### src/rtl/if_id_skid_pkg.sv
// rtl/if_id_skid_pkg.sv - shared constants and state encoding for the IF/ID skid buffer
package if_id_skid_pkg;

  localparam logic [31:0] DEFAULT_RESET_PC = 32'hFFFF_FFFC;
  localparam logic [31:0] DEFAULT_NOP_INST = 32'h0000_0013;

  typedef enum logic [1:0] {
    S_EMPTY = 2'd0,
    S_HEAD  = 2'd1,
    S_FULL  = 2'd2
  } skid_state_e;

endpackage

### src/rtl/if_id_skid.sv
// rtl/if_id_skid.sv - IF/ID pipeline register with a 2-entry skid buffer and flush
module if_id_skid
  import if_id_skid_pkg::*;
#(
  parameter logic [31:0] RESET_PC = DEFAULT_RESET_PC,
  parameter logic [31:0] NOP_INST = DEFAULT_NOP_INST
) (
  input  logic        clk,
  input  logic        rst,
  input  logic        if_valid,
  input  logic [31:0] if_pc,
  input  logic [31:0] if_inst,
  output logic        if_ready,
  input  logic        flush,
  input  logic        id_ready,
  output logic        id_valid,
  output logic [31:0] id_pc,
  output logic [31:0] id_inst,
  output logic [31:0] id_pc4
);

  skid_state_e state_q, state_d;
  logic [31:0] head_pc_q, head_pc_d;
  logic [31:0] head_inst_q, head_inst_d;
  logic [31:0] skid_pc_q, skid_pc_d;
  logic [31:0] skid_inst_q, skid_inst_d;
  logic        enq, deq;

  // Ready/valid are pure decodes of the state register, so no input reaches them combinationally.
  assign if_ready = (state_q != S_FULL);
  assign id_valid = (state_q != S_EMPTY);
  assign enq      = if_valid & if_ready;
  assign deq      = id_valid & id_ready;

  assign id_pc   = head_pc_q;
  assign id_inst = head_inst_q;
  assign id_pc4  = head_pc_q + 32'd4;

  // Next-state and datapath: inputs are only captured on enq; head falls back to NOP when empty.
  always_comb begin
    state_d     = state_q;
    head_pc_d   = head_pc_q;
    head_inst_d = head_inst_q;
    skid_pc_d   = skid_pc_q;
    skid_inst_d = skid_inst_q;
    unique case (state_q)
      S_EMPTY: begin
        if (enq) begin
          state_d     = S_HEAD;
          head_pc_d   = if_pc;
          head_inst_d = if_inst;
        end
      end
      S_HEAD: begin
        if (enq && deq) begin
          head_pc_d   = if_pc;
          head_inst_d = if_inst;
        end else if (enq) begin
          state_d     = S_FULL;
          skid_pc_d   = if_pc;
          skid_inst_d = if_inst;
        end else if (deq) begin
          state_d     = S_EMPTY;
          head_pc_d   = RESET_PC;
          head_inst_d = NOP_INST;
        end
      end
      S_FULL: begin
        if (deq) begin
          state_d     = S_HEAD;
          head_pc_d   = skid_pc_q;
          head_inst_d = skid_inst_q;
        end
      end
      default: begin
        state_d     = S_EMPTY;
        head_pc_d   = RESET_PC;
        head_inst_d = NOP_INST;
      end
    endcase
    // Flush wins over any handshake: drop everything, including a same-cycle offer.
    if (flush) begin
      state_d     = S_EMPTY;
      head_pc_d   = RESET_PC;
      head_inst_d = NOP_INST;
    end
  end

  // State and storage registers; reset behaves as a flush that also clears the skid slot.
  always_ff @(posedge clk) begin
    if (rst) begin
      state_q     <= S_EMPTY;
      head_pc_q   <= RESET_PC;
      head_inst_q <= NOP_INST;
      skid_pc_q   <= RESET_PC;
      skid_inst_q <= NOP_INST;
    end else begin
      state_q     <= state_d;
      head_pc_q   <= head_pc_d;
      head_inst_q <= head_inst_d;
      skid_pc_q   <= skid_pc_d;
      skid_inst_q <= skid_inst_d;
    end
  end

endmodule

### config.mk
export PLATFORM = sky130hd
export DESIGN_NAME = if_id_skid
export DESIGN_NICKNAME = d
export VERILOG_FILES = /design/src/rtl/if_id_skid_pkg.sv /design/src/rtl/if_id_skid.sv
export SDC_FILE = /design/constraint.sdc
export NUM_CORES = 1
export LEC_CHECK = 0
export BUFFER_PORTS_ARGS = -buffer_cell sky130_fd_sc_hd__buf_2
export CORE_UTILIZATION = 35
export DETAILED_ROUTE_END_ITERATION = 10
export SLEW_MARGIN = 20
export SYNTH_ARGS = -nofsm -noshare
export SYNTH_HDL_FRONTEND = slang
export SYNTH_SLANG_ARGS = --single-unit
### constraint.sdc
create_clock -name clk -period 2 [get_ports clk]
set_input_delay 0.4 -clock clk [delete_from_list [all_inputs] [get_ports clk]]
set_output_delay 0.4 -clock clk [all_outputs]
set_load 0.05 [all_outputs]
## Yosys cells after proc, flatten, opt, wreduce, memory -nomap -nowiden

Index checks and enable logic that the tools add are counted.

- Flip-flop bits (word level): 130
- Bits of input ports: 69
- Logic and storage cells: 43
- Output and inout bits: 98

- $add $sub $neg: 1
- Equality and inequality tests: 9
- Reduce and logical (&&, ||, !) cells: 7
- Multiplexer cells: 18
- Bitwise gates (word level): 3

Operator list:

| operator | number |
|---|---|
| 32-bit 2-to-1 mux | 10 |
| 32-bit case mux with 3 select lines | 2 |
| 32-bit by 3-bit adder with 32-bit output, second input constant | 1 |
| 2-bit 2-to-1 mux | 5 |
| 3-bit != test, second input constant | 3 |
| 2-bit != test, second input constant | 4 |
| 4-bit AND reduction | 2 |
| 2-bit case mux with 3 select lines | 1 |
| 3-bit AND reduction | 1 |
| 1-bit bitwise AND | 2 |
| 2-bit by 1-bit == test with 1-bit output, second input constant | 1 |
| 2-bit == test, second input constant | 1 |
| 2-bit zero test | 1 |
| 2-bit nonzero test | 1 |
| 2-bit OR reduction | 1 |
| 1-bit logical AND | 1 |
| 1-bit inverter | 1 |

## Depth between registers and ports, before layout

- Depth after elaboration: 6
- Mapped depth: 9
- Gate-level depth less buffers: 5

## Worst setup path before layout

Ideal clock, no wire load.

- Kind: reg2out
- From: register head_pc_q[2], in the netlist id_pc[2]
- To: output id_pc4[28]
- Cell stages (with the launch flop): 6
- Path slack: -0.958 ns
- Data required time: 1.600 ns
- Arrival: 2.558 ns
- Buffers on the path: 0
- Path through: dfxtp_1 > ha_1 > nand4_1 > nor4_4 > nand4_1 > xnor2_1

- Word-level cells in the longest chain between the ends: 1

Ends and longest elaborated chain:

| element | RTL line | text |
|---|---|---|
| from (decl) | if_id_skid.sv:23 | `logic [31:0] head_pc_q, head_pc_d;` |
| from (signal assigned) | if_id_skid.sv:99 | `head_pc_q <= head_pc_d;` |
| 32-bit by 3-bit adder with 32-bit output | if_id_skid.sv:37 | `assign id_pc4 = head_pc_q + 32'd4;` |
| to (decl) | if_id_skid.sv:19 | `output logic [31:0] id_pc4` |

Every way passes these cells.

## Worst setup path in the final report

- From: register head_pc_q[2], in the netlist id_pc[2]
- To: output id_pc4[30]

The elaborated chain is that of the path after synthesis.

==> metrics.md <==
| Metric | Value |
|---|---|
| Post-route minimum period | `about 2400 ps` |
| Place WS | `-120.3 ps` |
| Most frequent cell after synthesis | `nand2_1` |
| Register area share after synthesis | `0.4350` |
| Total grt overflow | `0` |
| Flops & latches, synth | `130` |
| Fin util | `0.5401` |
| Fmax | `roughly 420 MHz` |
| Commonest cells in the netlist | `nand2_1, dfxtp_1, a21oi_1, nor2_1, nand3b_1` |
| Clk buf depth | `2` |
| Die area | `0.01762 mm²` |
| Number of max-cap violations | `0` |
| Antenna violations before repair | `0` |
| # diodes | `0` |
| Final WS setup | `-390.9 ps` |
| Failing checks | `negative setup slack` |
| Post-Route Skew | `about 6.5 ps` |
| Syn Nets | `between 700 and 800` |
| Starting Density | `0.3595` |
| CTS Root Cell | `clkbuf_16` |
| Synth area leaders | `dfxtp_1, nand2_1, a32o_1` |
| Unrepaired setup endpoints after global routing | `yes` |
| Rows | `47` |
| WP data required | `approximately 1600 ps` |
| Setup CP Type | `reg2out` |
| Worst setup EP type | `output pin` |
| Max IR drop VDD | `0.0005413 V` |
| Synth Instances | `~720` |
| Final HPWL DP | `around 11000 µm` |
| Yosys top cell by area | `dfxtp_1` |
| Lkg Pwr | `roughly 3.8 nW` |
| Area growth syn-to-layout | `50.23%` |
| Yosys top cell area share | `0.4350` |
| H-tree depth | `4` |
| Vias | `between 5k and 6k` |
| Placeable core area | `around 0.017 mm²` |
| Setup violators final | `25` |
| Power Total | `around 0.0080 W` |
| Die Width | `132.7 µm` |
| Rel. slew slack | `0.5449` |
| Initial drt markers | `253` |
| Crit start category | `flip-flop` |
| CTS Buf Count | `17` |
| First-pass GRT wire length | `27710 µm` |
| Nets | `986` |
| Final WL | `between 15000 and 20000 µm` |
| Post-route ant nets | `0` |
| Unique masters post-synth | `39` |
| Worst EP arrival | `between 1500 and 2000 ps` |
| CTS tree | `built` |
| Final Slew Violations | `0` |
| YS warnings | `0` |
| Die H | `132.7 µm` |
| Post-Syn Area | `around 0.006 mm²` |
| RD Place Congestion | `about 0.8` |
| Vias in the first global route | `around 5.4k` |
| Top FF cell, synth | `dfxtp_1` |
| Worst hold path class | `in2reg` |
| Post-route DRC violation count | `0` |
| Async set or reset register ratio after synthesis | `0` |
| Final Cycle Share | `1.195` |
| First-pass detailed-route iteration total | `5` |
| IO Count | `between 150 and 200` |
| Mean number of vias per cell | `between 5 and 6` |
| Clk sinks | `130` |
| Worst Path Max Fanout | `8` |
| Final Hold Vio Count | `0` |
| GR Util All Layers | `0.1975` |
| Worst-path clk slew | `~60 ps` |
| Share of cells above drive strength 1 | `0.3897` |
| Worst slew pin tran | `about 680 ps` |
| Largest net degree at the start of global routing | `between 60 and 70` |
| PwrDens | `894.1 mW/mm²` |
| Run status | `finished, violations left` |
| DR WL/cell | `roughly 15 µm` |
| Clock latency on the worst-skew pair | `410 ps` |
| Synth Area per Inst | `around 8.4 µm²` |
| Post-synth EDFFs | `0` |
| # port buffers | `166` |
==> metal layers <==
| metal | vias to the layer above | global-route usage | wire (µm) |
|---|---|---|---|
| met5 | - | 0 | 0 |
| met4 | 0 | 0.06897 | 134 |
| met3 | 12 | 0.04674 | 768 |
| met2 | 152 | 0.3281 | 8389 |
| met1 | 2670 | 0.2498 | 7984 |
| li1 | 2934 | - | - |
==> worst paths after layout <==
check,start,end,slack (ps),cells after the start
worst max-delay path,id_pc[2],id_pc4[30],-390,7
worst min-delay path,if_pc[9],skid_pc_q[9],220,3
worst max register to register,state_q[1],id_pc[5],250,5
worst min register to register,skid_inst_q[13],skid_inst_q[13],450,2
==> cells in the final DEF, fill, tap and decap left out, types with 32 or more instances in the layout <==
cell type	count
a21oi_1	35
buf_4	62
nor2_1	33
o211ai_1	33
buf_6	36
a211oi_1	32
nand2_1	165
dfxtp_1	103
buf_2	141
nand3b_1	34
and2_1	33
==> what timing repair did <==
item,in CTS,in global routing
resized for setup,76,17
pin swaps,12,20
cloned,1,0
setup buffers,10,16
hold buffers,0,0
setup endpoints to repair,25,26
==> per-stage QoR <==
step	instances	hold WS [ps]	area (µm²)	setup TNS [ps]
6_report	1149	216.2	8989	-6596
2_1_floorplan	715	429.1	6502	-1632
3_5_place_dp	1091	445.6	7846	-312.3
5_1_grt	1149	216.1	8989	-9117
3_3_place_gp	1091	441.1	7846	-221.0
4_1_cts	1134	195.6	8805	-6637
==> cell type report <==
class	count	area [µm²]
well taps	220	275.3
fillers	1551	7654
inverters	8	32.53
repair buffers	246	1717
clock buffers	18	429.2
multi-input cells	513	3679
clock inverters	14	162.7
flip-flops and latches	130	2694
==> sequential cells by signal (all words and copies together) (netlist names) <==
signal,flops
id_inst,32
skid_inst_q,32
skid_pc_q,32
id_pc,32
state_q,2
==> cells by family after synthesis <==
logic type / Yosys count / share of synthesized area
and+or+nand+nor: 313 / 0.2547
AOI/OAI and AO/OA: 169 / 0.2120
DFF: 130 / 0.4350
buffers and inverters: 73 / 0.05353
xor gates and xnor gates: 28 / 0.04099
muxes: 1 / 0.001673
adders and majority gates: 1 / 0.002091
==> power breakdown <==
part           switching [W]  leakage, nW  total (W)  internal, W
clock network        0.00113        0.283    0.00308      0.00195
logic                0.00133         2.44    0.00224     0.000910
registers          0.0000526         1.06    0.00272      0.00267
total                0.00251         3.79    0.00804      0.00553
==> worst max-delay path, cell delays in order (launching register included) <==
cell and delay [ps]:
dfxtp_4 360, ha_4 120, nand4_1 150, nor4_4 200, buf_6 170, nand4_1 190
xnor2_4 220, buf_6 170
Power figures use the tool's default switching activity.
